## config.mk

```make
export PLATFORM = sky130hd
export DESIGN_NAME = exp_neg_unit
export DESIGN_NICKNAME = d
export VERILOG_FILES = /design/src/rtl/exp_neg_unit.sv
export SDC_FILE = /design/constraint.sdc
export NUM_CORES = 2
export LEC_CHECK = 0
export ABC_AREA = 1
export CORE_UTILIZATION = 55
export CTS_CLUSTER_SIZE = 14
export DETAILED_ROUTE_END_ITERATION = 7
export PLACE_DENSITY = 0.72
export SYNTH_ARGS = -nofsm -noshare
export SYNTH_HDL_FRONTEND = slang
export SYNTH_SLANG_ARGS = --single-unit
```

## constraint.sdc

```tcl
create_clock -name clk -period 14.7 [get_ports clk]
set_input_delay 3.675 -clock clk [delete_from_list [all_inputs] [get_ports clk]]
set_output_delay 3.675 -clock clk [all_outputs]
set_load 0.01 [all_outputs]
```

## src/rtl/exp_neg_unit.sv

```systemverilog
// exp_neg_unit: iterative Q16.16 exp(-x) using ln2 range reduction and a Taylor series.
// Define EXP_NEG_TRACE_EN to print a trace line on every state transition.
module exp_neg_unit #(
    parameter int WIDTH   = 32,
    parameter int N_TERMS = 8
) (
    input  logic                    clk,
    input  logic                    reset,
    input  logic                    start,
    input  logic signed [WIDTH-1:0] x,
    output logic signed [WIDTH-1:0] y,
    output logic                    done
);
    localparam int PW = 2 * WIDTH;
    localparam logic signed [PW-1:0] INV_LN2 = PW'(32'h0001_7154);
    localparam logic signed [PW-1:0] LN2 = PW'(32'h0000_B172);
    localparam logic signed [WIDTH-1:0] ONE = WIDTH'(32'h0001_0000);
    localparam logic [16:0] RECIP [8] = '{17'h0, 17'h10000, 17'h08000, 17'h05555,
                                          17'h04000, 17'h03333, 17'h02AAB, 17'h02492};

    typedef enum logic [2:0] {IDLE, RED1, RED2, SERIES, SCALE, HOLD} state_t;
    state_t state, state_next;

    logic signed [WIDTH-1:0] x_l, n, r, sum, term;
    logic signed [WIDTH-1:0] n_calc, r_calc, tr_a, term_calc;
    logic signed [PW-1:0] p_n, p_ln, p_tr, p_rc, rc;
    logic [3:0] k;
    logic zero;

    // Next term is -(term * r / k), each product truncated back to Q16.16
    always_comb begin
        p_n = PW'(x_l) * INV_LN2;
        n_calc = WIDTH'(p_n >>> WIDTH);
        p_ln = PW'(n) * LN2;
        r_calc = x_l - WIDTH'(p_ln);
        p_tr = PW'(term) * PW'(r);
        tr_a = WIDTH'(p_tr >>> 16);
        rc = PW'(RECIP[k[2:0]]);
        p_rc = PW'(tr_a) * rc;
        term_calc = -WIDTH'(p_rc >>> 16);
    end

    always_comb begin
        state_next = (state == IDLE)   ? (start ? RED1 : IDLE) :
                     (state == RED1)   ? RED2 :
                     (state == RED2)   ? SERIES :
                     (state == SERIES) ? ((k == 4'(N_TERMS - 1)) ? SCALE : SERIES) :
                     (state == SCALE)  ? HOLD :
                     (start ? HOLD : IDLE);
    end

    always_ff @(posedge clk or posedge reset) begin
        if (reset) begin
            state <= IDLE;
            x_l   <= '0;
            n     <= '0;
            zero  <= 1'b0;
            r     <= '0;
            sum   <= '0;
            term  <= '0;
            k     <= '0;
            y     <= '0;
            done  <= 1'b0;
        end else begin
            state <= state_next;
            done  <= 1'b0;
            case (state)
                IDLE:   if (start) x_l <= x[WIDTH-1] ? '0 : x;
                RED1: begin
                    n    <= n_calc;
                    zero <= n_calc > 16;
                end
                RED2: begin
                    r    <= r_calc[WIDTH-1] ? '0 : r_calc;
                    sum  <= ONE;
                    term <= ONE;
                    k    <= 4'd1;
                end
                SERIES: begin
                    term <= term_calc;
                    sum  <= sum + term_calc;
                    k    <= k + 4'd1;
                end
                SCALE: begin
                    y    <= zero ? '0 : sum >>> n[4:0];
                    done <= 1'b1;
                end
                default: ;
            endcase
        end
    end

`ifdef EXP_NEG_TRACE_EN
    always @(posedge clk)
        if (!reset && state_next != state)
            $display("%0t exp_neg_unit %s -> %s x=%h n=%0d r=%h sum=%h y=%h",
                     $time, state.name(), state_next.name(), x_l, n, r, sum, y);
`endif
endmodule

```

==> qor.csv <==
stage,metric,value,unit
min_path,hp-class,reg2reg,
routing,first_iter_violations,5293,
layout,num_antenna_cells,0,
layout,fillers,11100,
synth,synthArstFlopShare,1.00,
routing,first_pass_iters,6,
worst_setup_path,arrival,14.86,ns
cts,cts_root_buf,clkbuf_16,
worst_setup_path,cp-start-kind,register,
synth,synth_ff_type,dfrtp_1,
timing,slew_violations,0,
layout,drive_gt1_frac,0.166,
grt,grtUsageMet2,0.568,
placement,postPlaceCellArea,0.0833,mm2
floorplanning,die_w,366,um
cts,cts_max_level,4,
grt,gr-usage-met1,0.493,
placement,place_inst,11700,
synth,ys_ff_latch,183,
status,outcome,finished clean,
grt,grt_overflow,0,
worst_setup_path,crit_fanout,11,
routing,postRouteAntennaNets,0,
synth,syn_nets,11400,
grt,grt_max_degree,68,
worst_setup_path,cp.required,15.12,ns
layout,fin_util,0.658,
floorplanning,ios,68,
grt,grt_busiest_layer,met2,
floorplanning,placement_rows,133,
synth,synth_area,0.0729,mm2
layout,multi_input_area,0.0594,mm2
routing,viasPerCell,5.33,
timing,layout_setup_ws,0.263,ns
grt,grt_pass1_wl,369000,um
grt,track_usage,0.356,
cts,cts_sinks,183,
synth,synth_edf_count,0,
layout,fin_nets,12300,
floorplanning,core-area,0.131,mm2
grt,grt_pass1_vias,65900,
synth,seq_area_frac_synth,0.0628,
routing,drt_wl_total,234000,um
routing,vias,63000,
timing,slew_headroom,0.229,
cts,path_clk_slew,0.10,ns
grt,antenna_found_initial,2,
placement,portBuffers,67,
layout,finalNonFillerCells,11800,
timing,period_share,0.982,
grt,use_met3,0.0563,
timing,fmax,0.0693,GHz
synth,syn_inst,9169,
worst_setup_path,path_common_cell,fa_1,
timing,rsz0062_at_grt,true,
synth,synth_top_cell_area_share,0.429,
worst_setup_path,worstSetupEndpointType,register,
timing,fin_skew,0.0258,ns
timing,setup_viol,0,
routing,wl_per_cell,19.8,um
worst_setup_path,slowest_delay,0.68,ns
floorplanning,fp.dieH,366,um
placement,dp_slack,-0.536,ns
synth,yosysTopAreaCell,fa_1,
placement,place_hpwl,202000,um
worst_setup_path,crit_type,reg2reg,
timing,hold_viol_final,0,
cts,cts_tree,built,
layout,design_area,0.0865,mm2
timing,worstMarginPinSlew,1.16,ns
timing,fin_crit,14.44,ns
cts,clk_latency,0.52,ns
synth,ys_types,74,
placement,gp_congestion,1.05,
cts,cts_inserted_buffers,17,
floorplanning,start_util,0.555,
floorplanning,die_area,0.134,mm2
synth,synthTopCellsByArea,"fa_1 43%, inv_1 13%, ha_1 11%",
synth,syn_area_per_cell,7.95,um2
synth,yosys_warnings,0,
cts,cts.path.max_buffers,2,
routing,drc,0,
worst_setup_path,cpMaxStageDelayCell,fa_1,
layout,syn2layout_area_growth,18.5,%
layout,register_area,0.00460,mm2
flow_run,maxCapViolations,0,
-- cell type report --
class	instances	share of cell area
Inverter	2592	0.113
Tap cell	1755	0.0254
Timing Repair Buffer	1151	0.115
Clock inverter	13	0.00178
Sequential cell	183	0.0532
Multi-Input combinational cell	6097	0.687
Clock buffer	19	0.00512
-- critical path, delay by kind of cell (launching register included) --
family,cells,cell delay (ns)
AND/OR/NAND/NOR,22,2.56
adder cells (fa/ha/maj),17,8.27
XOR/XNOR,3,0.56
buffers and inverters,14,1.67
AO/OA/AOI/OAI,4,0.68
flip-flops,1,0.55
-- placed cells by master (no fill, tap or decap), types with 30 or more instances in the layout --
cell type,n
nand3_1,249
inv_1,2534
nand2_1,1902
xnor2_1,46
or2_2,38
buf_4,987
ha_1,615
ha_4,43
nor3_1,30
a21oi_1,195
nor2_4,33
nor2_1,413
a21oi_2,47
nand4_1,42
clkdlybuf4s50_1,67
nor2_2,75
o21ai_0,285
inv_2,40
fa_1,1538
o21ai_1,37
dfrtp_1,170
nand2_2,87
buf_12,79
xor2_1,64
-- kinds of logic (layout without fill, tap and decap cells) --
logic type      count (synthesis)  after routing  synth area share
simple gates                 2984           2984             0.170
buf+inv                      2889           3775             0.149
fa+ha+maj                    2224           2224             0.542
compound gates                739            739            0.0566
flops                         183            183            0.0628
xor+xnor                      138            138            0.0178
mux                            12             12           0.00165
-- metal layers --
| layer | up-vias | part of all wire |
|---|---|---|
| met5 | - | 0 |
| met4 | 0 | 0.043 |
| met3 | 494 | 0.086 |
| met2 | 2670 | 0.46 |
| met1 | 31300 | 0.41 |
| li1 | 28500 | - |
-- metrics by stage --
| stage | setup TNS (ns) | hold WS, ns |
|---|---|---|
| floorplan | 0 | 0.450 |
| global placement | -3.36 | 0.473 |
| detailed placement | -4.38 | 0.475 |
| CTS | 0 | 0.501 |
| global route | -1.47 | 0.525 |
| finish | 0 | 0.501 |
-- synth_stat cells, drive strengths merged (2+ instances only) --
master  count
xnor2      56
o211ai     11
xor2       82
a21oi     246
a211oi      8
inv      2576
a221oi      6
a22o        5
o21a        7
dfrtp     183
clkinv     16
nand3b     15
fa       1561
a21boi      8
clkbuf    249
a31oi      21
o221ai     16
a21o       19
buf        47
mux2i      12
nand3     278
nor4       14
nand2    2012
or2        43
nor2      521
ha        663
nand4      44
nor3b       5
nor3       42
o21ai     341
and2        8
o31ai       4
a31o        2
o21bai     19
o22ai      20
-- sequential cells by signal, summed over array words and instances, names as in the netlist, 3 cells and up --
| register | flops |
|---|---|
| state | 3 |
| k | 4 |
| term | 32 |
| y | 32 |
| n | 16 |
| r | 31 |
| sum | 32 |
| x_l | 31 |
-- path summary, 6_finish.rpt --
path | startpoint | endpoint | slack (ns) | cells after the start
setup reg to reg | term[7] | sum[31] | 0.26 | 60
max in group asynchronous | reset | term[6] | 9.69 | 3
hold / removal | y[21] | y[21] | 0.50 | 2
setup / recovery | term[7] | sum[31] | 0.26 | 60
hold reg to reg | y[21] | y[21] | 0.50 | 2
min in group asynchronous | reset | sum[2] | 3.61 | 2
-- repair_timing --
action | CTS | global route
gates resized for setup | 36 | 430
setup endpoints to repair | 17 | 24
hold buffers | 0 | 0
gates cloned | 0 | 3
pin swaps | 3 | 95
setup buffers | 6 | 53
hold endpoints to repair | 0 | 0
Power is left out: the tool's default activity adds up to more than one toggle a clock period on the data nets, which glitch-free logic cannot reach.
